**src/rtl/ysyx_23060025_rd_arbiter.sv**
```systemverilog
// ysyx_23060025_rd_arbiter
// ------------------------
// Shares the single AXI4 read port to DRAM between two requesters:
//   - the icache refill path (ic_*), which issues multi-beat bursts, and
//   - LSU loads (ls_*), which always issue a single-beat read (arlen = 0).
// The arbiter sits between ysyx_23060025_icache / LSU and the SoC AXI master.
// It issues one AR at a time, routes the returning R beats to the owner of the
// outstanding read, keeps the icache from starving behind back-to-back loads,
// and flags bursts whose rlast does not line up with the requested length.
//
// Flow: StIdle --grant--> StAr --m_arready--> StR --last beat--> StIdle
//
// Ports
//   clock, reset         clock; synchronous active-high reset
//   ic_psel              icache refill request, held through the burst
//   ic_paddr/arlen/arsize icache line address, burst length-1, beat size
//   ic_rvalid/rlast/rdata beat to icache (valid only for icache-owned beats)
//   ls_req               LSU load request, held until ls_rvalid
//   ls_addr/arsize       load address and size
//   ls_rvalid/rdata/rresp load return, single-cycle pulse
//   m_ar*                AXI AR channel towards the SoC master
//   m_r*                 AXI R channel from the SoC master
//   len_err              sticky: rlast seen with beat count != latched arlen+1

module ysyx_23060025_rd_arbiter #(
    parameter int unsigned ADDR_WIDTH = 32,
    parameter int unsigned DATA_WIDTH = 32,
    parameter int unsigned STARVE_MAX = 4
) (
    input  logic                  clock,
    input  logic                  reset,

    // icache refill port
    input  logic                  ic_psel,
    input  logic [ADDR_WIDTH-1:0] ic_paddr,
    input  logic [7:0]            ic_arlen,
    input  logic [2:0]            ic_arsize,
    output logic                  ic_rvalid,
    output logic                  ic_rlast,
    output logic [DATA_WIDTH-1:0] ic_rdata,

    // LSU load port
    input  logic                  ls_req,
    input  logic [ADDR_WIDTH-1:0] ls_addr,
    input  logic [2:0]            ls_arsize,
    output logic                  ls_rvalid,
    output logic [DATA_WIDTH-1:0] ls_rdata,
    output logic [1:0]            ls_rresp,

    // AXI read address channel
    output logic                  m_arvalid,
    input  logic                  m_arready,
    output logic [ADDR_WIDTH-1:0] m_araddr,
    output logic [7:0]            m_arlen,
    output logic [2:0]            m_arsize,

    // AXI read data channel
    input  logic                  m_rvalid,
    output logic                  m_rready,
    input  logic [DATA_WIDTH-1:0] m_rdata,
    input  logic [1:0]            m_rresp,
    input  logic                  m_rlast,

    // Status
    output logic                  len_err
);

    // Counter wide enough to hold STARVE_MAX itself (saturating value).
    localparam int unsigned STARVE_W = (STARVE_MAX < 2) ? 1 : $clog2(STARVE_MAX + 1);
    localparam logic [STARVE_W-1:0] STARVE_LIMIT = STARVE_W'(STARVE_MAX);

    typedef enum logic [1:0] {
        StIdle,
        StAr,
        StR
    } state_e;

    typedef enum logic [1:0] {
        OwnNone,
        OwnIc,
        OwnLs
    } owner_e;

    // ------------------------------------------------------------------
    // State
    // ------------------------------------------------------------------
    state_e                state_q,      state_d;
    owner_e                owner_q,      owner_d;
    logic [STARVE_W-1:0]   starve_cnt_q, starve_cnt_d;
    logic [7:0]            beat_cnt_q,   beat_cnt_d;
    logic                  len_err_q,    len_err_d;
    logic                  ic_mask_q,    ic_mask_d;
    logic                  ls_mask_q,    ls_mask_d;
    logic [ADDR_WIDTH-1:0] araddr_q,     araddr_d;
    logic [7:0]            arlen_q,      arlen_d;
    logic [2:0]            arsize_q,     arsize_d;

    // ------------------------------------------------------------------
    // Arbitration and beat qualification
    // ------------------------------------------------------------------
    logic ic_cand;
    logic ls_cand;
    logic starve_hit;
    logic grant_ls;
    logic grant_ic;
    logic r_beat;
    logic ic_beat;
    logic ls_beat;
    logic r_done;

    // A requester that just completed still shows its request for one more
    // cycle; the mask keeps that stale request from earning a second grant.
    assign ic_cand    = ic_psel & ~ic_mask_q;
    assign ls_cand    = ls_req  & ~ls_mask_q;
    assign starve_hit = (starve_cnt_q == STARVE_LIMIT);

    // LSU wins ties, except once the icache has been passed over too often.
    assign grant_ls = (state_q == StIdle) & ls_cand & ~(ic_cand & starve_hit);
    assign grant_ic = (state_q == StIdle) & ic_cand & ~grant_ls;

    // m_rready is high in StR, so every m_rvalid there is an accepted beat.
    assign r_beat  = (state_q == StR) & m_rvalid;
    assign ic_beat = r_beat & (owner_q == OwnIc);
    assign ls_beat = r_beat & (owner_q == OwnLs);

    // A load is a single beat: its first beat ends the transfer even if the
    // slave forgets rlast.
    assign r_done  = r_beat & (m_rlast | (owner_q == OwnLs));

    // ------------------------------------------------------------------
    // Next-state logic
    // ------------------------------------------------------------------
    always_comb begin
        state_d      = state_q;
        owner_d      = owner_q;
        starve_cnt_d = starve_cnt_q;
        beat_cnt_d   = beat_cnt_q;
        len_err_d    = len_err_q;
        araddr_d     = araddr_q;
        arlen_d      = arlen_q;
        arsize_d     = arsize_q;
        // Masks live for exactly one cycle after a completion.
        ic_mask_d    = 1'b0;
        ls_mask_d    = 1'b0;

        unique case (state_q)
            StIdle: begin
                if (grant_ls) begin
                    state_d  = StAr;
                    owner_d  = OwnLs;
                    araddr_d = ls_addr;
                    arlen_d  = 8'd0;
                    arsize_d = ls_arsize;
                    // Only count grants that actually made the icache wait.
                    if (ic_cand && !starve_hit) begin
                        starve_cnt_d = starve_cnt_q + 1'b1;
                    end
                end else if (grant_ic) begin
                    state_d      = StAr;
                    owner_d      = OwnIc;
                    araddr_d     = ic_paddr;
                    arlen_d      = ic_arlen;
                    arsize_d     = ic_arsize;
                    starve_cnt_d = '0;
                end
            end

            StAr: begin
                // AR payload is held in registers, so it stays stable here
                // regardless of what the requester does with its inputs.
                if (m_arready) begin
                    state_d    = StR;
                    beat_cnt_d = 8'd0;
                end
            end

            StR: begin
                if (r_beat) begin
                    beat_cnt_d = beat_cnt_q + 8'd1;
                    // beat_cnt_q is the count before this beat, so a correct
                    // burst has beat_cnt_q == arlen on its last beat.
                    if (m_rlast && (beat_cnt_q != arlen_q)) begin
                        len_err_d = 1'b1;
                    end
                end
                if (r_done) begin
                    state_d   = StIdle;
                    owner_d   = OwnNone;
                    ic_mask_d = (owner_q == OwnIc);
                    ls_mask_d = (owner_q == OwnLs);
                end
            end

            default: begin
                state_d = StIdle;
                owner_d = OwnNone;
            end
        endcase
    end

    // ------------------------------------------------------------------
    // Registers
    // ------------------------------------------------------------------
    always_ff @(posedge clock) begin
        if (reset) begin
            state_q      <= StIdle;
            owner_q      <= OwnNone;
            starve_cnt_q <= '0;
            beat_cnt_q   <= 8'd0;
            len_err_q    <= 1'b0;
            ic_mask_q    <= 1'b0;
            ls_mask_q    <= 1'b0;
            araddr_q     <= '0;
            arlen_q      <= 8'd0;
            arsize_q     <= 3'd0;
        end else begin
            state_q      <= state_d;
            owner_q      <= owner_d;
            starve_cnt_q <= starve_cnt_d;
            beat_cnt_q   <= beat_cnt_d;
            len_err_q    <= len_err_d;
            ic_mask_q    <= ic_mask_d;
            ls_mask_q    <= ls_mask_d;
            araddr_q     <= araddr_d;
            arlen_q      <= arlen_d;
            arsize_q     <= arsize_d;
        end
    end

    // ------------------------------------------------------------------
    // Outputs
    // ------------------------------------------------------------------
    assign m_arvalid = (state_q == StAr);
    assign m_araddr  = araddr_q;
    assign m_arlen   = arlen_q;
    assign m_arsize  = arsize_q;

    // Beats arriving in StIdle (left over from before a reset) are accepted
    // and dropped; only StAr back-pressures the R channel.
    assign m_rready  = (state_q != StAr);

    // Return data is routed in the same cycle; non-owners see zeros.
    assign ic_rvalid = ic_beat;
    assign ic_rlast  = ic_beat & m_rlast;
    assign ic_rdata  = ic_beat ? m_rdata : '0;

    assign ls_rvalid = ls_beat;
    assign ls_rdata  = ls_beat ? m_rdata : '0;
    assign ls_rresp  = ls_beat ? m_rresp : 2'b00;

    assign len_err   = len_err_q;

endmodule

```
**config.mk**
```make
export PLATFORM = sky130hd
export DESIGN_NAME = ysyx_23060025_rd_arbiter
export DESIGN_NICKNAME = d
export VERILOG_FILES = /design/src/rtl/ysyx_23060025_rd_arbiter.sv
export SDC_FILE = /design/constraint.sdc
export NUM_CORES = 1
export LEC_CHECK = 0
export CORE_MARGIN = 3
export CORE_UTILIZATION = 31
export CTS_CLUSTER_DIAMETER = 60
export DETAILED_ROUTE_END_ITERATION = 10
export PLACE_DENSITY = 0.84
export SYNTH_ARGS = -nofsm -noshare
export SYNTH_HDL_FRONTEND = slang
export SYNTH_SLANG_ARGS = --single-unit
```
**constraint.sdc**
```tcl
create_clock -name clock -period 1.85 [get_ports clock]
set_input_delay 0.2775 -clock clock [delete_from_list [all_inputs] [get_ports clock]]
set_output_delay 0.2775 -clock clock [all_outputs]
set_load 0.01 [all_outputs]
```
* After elaboration in Yosys (flattened, before gate mapping) *
Index checks and enable logic that the tools add are counted.
W data, S select, Z words.

cells by class
  add/subtract/negate cells = 2
  equal/unequal tests = 12
  multiplexer cells = 22
  bitwise operators = 20
  reductions and logical operators = 13

operators by type and width
  cell                   count
  $mux W32               4
  $mux W8                4
  $pmux W8 S2            1
  $mux W3                5
  $reduce_and A3 Y1      5
  $and A1 B1 Y1          12
  $mux W2                6
  $pmux W2 S3            2
  $add A8 B1 Y8 const B  1
  $ne A8 B8 Y1           1
  $not A1 Y1             7
  $ne A2 B1 Y1 const B   3
  $eq A2 B1 Y1 const B   2
  $eq A2 B2 Y1 const B   2
  $ne A2 B2 Y1 const B   2
  $reduce_bool A2 Y1     2
  $add A3 B1 Y3 const B  1
  $eq A3 B3 Y1 const B   1
  $ne A3 B3 Y1 const B   1
  $reduce_or A3 Y1       1
  $logic_and A1 B1 Y1    2
  $logic_not A2 Y1       1
  $reduce_and A2 Y1      1
  $logic_not A1 Y1       1
  $or A1 B1 Y1           1

word-level totals
  bits in registers = 61
  input port bits = 119
  output and inout port bits = 115
  logic and storage cells = 79

* Longest topological paths before layout *
  depth in word-level cells = 10
  depth in mapped cells = 7
  depth with buffers taken out = 6

* Worst setup path before layout *
OpenSTA, ideal clock, no wires.

  path kind = reg2reg
  from = register state_q[0]
  to = register araddr_q[10] (netlist: m_araddr[10])
  library setup time = 0.086 ns
  arrival time = 1.701 ns
  required time = 1.764 ns
  path slack = 0.063 ns
  stages on the path, launching flop included = 7
  path buffers = 2
  clock period less this slack = 1.787 ns
  path through = dfxtp_1 -> or4b_1 -> a31o_1 -> buf_6 -> buf_2 -> mux2i_1 -> a211oi_1

between the ends
  word-level cells in the longest chain between the ends = 7
  elaborated cells between the ends (all ways) = 9
  those cells by class = mux (1); bitwise (5); reduce/logical (3)

ends and longest elaborated chain
  element                       line           source
  from (decl)                   87             state_e state_q, state_d;
  from (signal assigned)        206            state_q <= StIdle;
  from (signal assigned)        217            state_q <= state_d;
  $logic_not A2 Y1 *            118, 119, 146
  $and A1 B1 Y1 (2 in a row)    118            assign grant_ls = (state_q == StIdle) & ls_cand & ~(ic_cand & starve_hit);
  $not A1 Y1                    119            assign grant_ic = (state_q == StIdle) & ic_cand & ~grant_ls;
  $and A1 B1 Y1                 119
  $reduce_bool A2 Y1 (no line)  -
  $reduce_and A2 Y1 (no line)   -
  to (signal assigned)          224            araddr_q <= araddr_d;
  to (decl)                     94             logic [ADDR_WIDTH-1:0] araddr_q, araddr_d;

Every way passes the cells marked *; elsewhere a longest branch is shown, timed or not.
A chain may end at the register's enable or synchronous reset.

* Worst setup path after layout *
  from = input port ls_req
  to = register araddr_q[14] (netlist: m_araddr[14])

between the ends
  word-level cells in the longest chain between the ends = 7
  elaborated cells between the ends (all ways) = 8
  those cells by class = mux (1); bitwise (5); reduce/logical (2)

ends and longest elaborated chain
  element                       line  source
  from (decl)                   43    input logic ls_req,
  $and A1 B1 Y1 *               114   assign ls_cand = ls_req & ~ls_mask_q;
  $and A1 B1 Y1 * (2 in a row)  118
  $not A1 Y1                    119
  $and A1 B1 Y1                 119
  $reduce_bool A2 Y1 (no line)  -
  $reduce_and A2 Y1 (no line)   -

Marks and branches as above.

==> impl_metrics.py <==
metrics = {
    "outcome": {
        "status": "finished, violations left",
        "violations": "negative setup slack",
    },
    "critical_path": {
        "worstPathMaxFanout": 30,
        "critPathRequiredTime_ps": 2090,
        "cp-end-kind": "flop",
        "worstSetupPathType": "primary input to flop",
        "worst-r2r-setup-slack_ps": -20,
        "crit_arrival_ps": 2130,
        "start_kind": "primary input",
    },
    "detailed_routing": {
        "vias": 3715,
        "drt_iter0_markers": 110,
        "route.detailed.drc": 0,
        "wl_per_cell_um": 16.38,
        "wl_mm": 12.37,
        "viasPerCell": 4.921,
        "ant_nets": 0,
        "first_pass_iters": 4,
    },
    "synthesis": {
        "synth_seq_cells": 61,
        "yosys_warnings": 0,
        "ys.flop_type": "dfxtp_1",
        "synth_cell_types": 40,
        "syn-num-nets": 498,
        "ys_seq_area_frac": 0.3793,
        "ys_async_sr_fraction": 0,
        "syn_avg_cell_area_um2": 8.562,
        "netlist_area_um2": 3219,
        "synth-edff-count": 0,
        "synthCells": 376,
    },
    "clock_network": {
        "clockBufferDepth": 2,
        "htreeDepth": 3,
        "path_clk_slew_ps": 70,
        "cts_tree": "built",
        "numCtsBuffers": 9,
        "cts-root-buf": "clkbuf_8",
        "clk_latency_ps": 330,
        "cts.sinks": 61,
        "cts_hold_buf": 0,
    },
    "timing": {
        "tightest_slew_ps": 361.2,
        "timing.final.crit_period_ps": 1891,
        "setup_ws_ps": -41.45,
        "skew_ps": 11.67,
        "rsz0062_at_grt": "yes",
        "finalSetupViolCount": 33,
        "final-hold-violation-count": 0,
        "hold_ws_ps": 273.9,
        "relSlewSlack": 0.7571,
        "fin_crit_sh": 1.022,
        "drv_slew": 0,
        "fmax_mhz": 528.7,
    },
    "floorplan": {
        "die_area_um2": 11640,
        "fp.dieW_um": 107.9,
        "fp-row-count": 36,
        "io_pins": 234,
        "core_area_um2": 9955,
        "start_util": 0.3234,
        "die_h_um": 107.9,
    },
    "finish": {
        "fin_area_um2": 5946,
        "area_growth_pct": 84.69,
        "utilization": 0.5973,
        "fin_nets": 739,
        "layout-drive-gt1-share": 0.2251,
        "antenna_cells": 0,
        "seq_area_um2": 1229,
        "fillCellCount": 868,
        "multi_input_area_um2": 1913,
    },
    "run": {
        "maxCapViolCount": 0,
    },
    "grt": {
        "grt_pass1_wl_mm": 19.06,
        "grt_util_all_layers": 0.2060,
        "grt-ovfl-total": 0,
        "grt_max_degree": 71,
        "antenna_found_initial": 1,
        "first_global_vias": 3771,
    },
    "place": {
        "place_hpwl_mm": 9.355,
        "routabilityCongestion": 0.8445,
        "io_buffer_count": 233,
        "placed_cell_area_um2": 5838,
    },
    "power": {
        "power_density_nw_per_um2": 642.0,
        "max-vdd-ir-drop_mv": 0.5263,
        "leakage_nw": 2.759,
    },
    "hold_path": {
        "hold_class": "primary input to flop",
    },
}
per-layer routing:
layer,track usage,share of wire
met4,0.07935,0.032
met2,0.3646,0.52
met1,0.2333,0.37
met3,0.05939,0.071
met5,0,0.0014
cell families after synthesis:
kind of cell,synth area share
AOI/OAI and AO/OA,0.1481
buffers and inverters,0.05130
muxes,0.1088
adders and majority gates,0.01166
xor gates and xnor gates,0.04081
and+or+nand+nor,0.2600
DFF,0.3793
worst max-delay path, cell delays in order:
cell and delay [ps]:
clkdlybuf4s50_1 490, or4b_1 480, a31o_2 280, buf_12 190
mux2i_1 140, a211oi_1 250
sequential cells by signal, indices dropped and copies added, names as in the netlist:
name	cells
m_araddr	32
state_q	2
ls_mask_q	1
m_arlen	8
m_arsize	3
owner_q	2
beat_cnt_q	8
len_err	1
ic_mask_q	1
starve_cnt_q	3
Yosys cell counts (all sizes together), types with 4 or more instances:
| cell | n | area [um2] |
|---|---|---|
| dfxtp | 61 | 1221 |
| nor2 | 55 | 206.5 |
| a211oi | 37 | 277.8 |
| mux2i | 35 | 350.3 |
| and3 | 34 | 212.7 |
| and2 | 33 | 206.5 |
| clkbuf | 30 | 112.6 |
| xor2 | 10 | 87.58 |
| a21oi | 9 | 48.80 |
| a22oi | 8 | 60.06 |
| inv | 7 | 26.28 |
| nand2 | 6 | 22.52 |
| xnor2 | 5 | 43.79 |
| buf | 4 | 26.27 |
| nand2b | 4 | 25.02 |
| nor2b | 4 | 25.02 |
cell usage in the layout, fill, tap and decap left out, drive strengths merged, types with 9 or more instances in the layout:
cell type | Yosys | final
clkdlybuf4s50 | 0 | 161
buf | 4 | 96
dfxtp | 61 | 61
nor2 | 55 | 55
a211oi | 37 | 37
mux2i | 35 | 35
and3 | 34 | 34
and2 | 33 | 33
clkbuf | 30 | 16
xor2 | 10 | 10
a21oi | 9 | 9
repair_timing:
item | in CTS | in global routing
pin swaps | 2 | 3
gates cloned | 2 | 1
resized for setup | 209 | 108
buffers inserted | 4 | 3
hold endpoints to repair | 0 | 0
setup endpoints to repair | 92 | 104
layout make-up:
cell class                 instances  area share
clock buffer                      11     0.02378
clock inverter                     5    0.009891
inverter                           7    0.004419
multi-input combinational        274      0.3218
sequential                        61      0.2067
tap                              133     0.02799
timing repair buffer             264      0.4055
final timing paths:
path	cells past startpoint	endpoint	from
hold reg to reg	2	starve_cnt_q[1]$_SDFFE_PP0P_	starve_cnt_q[1]$_SDFFE_PP0P_
setup reg to reg	5	m_araddr[14]$_SDFFE_PP0P_	state_q[1]$_SDFFE_PP0P_
setup / recovery	6	m_araddr[14]$_SDFFE_PP0P_	ls_req
hold / removal	2	m_arlen[0]$_SDFFE_PP0P_	reset
through the flow:
stage	power (mW)	std cells	TNS, ps	setup slack, ps
after detailed placement	2.622	731	-40660	-508.7
after global placement	2.593	731	-36190	-408.1
after CTS	3.829	753	-4447	-96.68
final	3.817	755	-553.6	-41.45
after global routing	4.005	755	-4999	-121.0
after floorplan	1.978	376	0	63.27
power by group:
group / total [mW] / leakage, nW / switching, mW / internal [mW]
clock: 1.20 / 0.0959 / 0.536 / 0.662
combinational: 1.12 / 2.16 / 0.473 / 0.651
sequential: 1.50 / 0.503 / 0.0653 / 1.43
(Power assumes the default switching activity.)
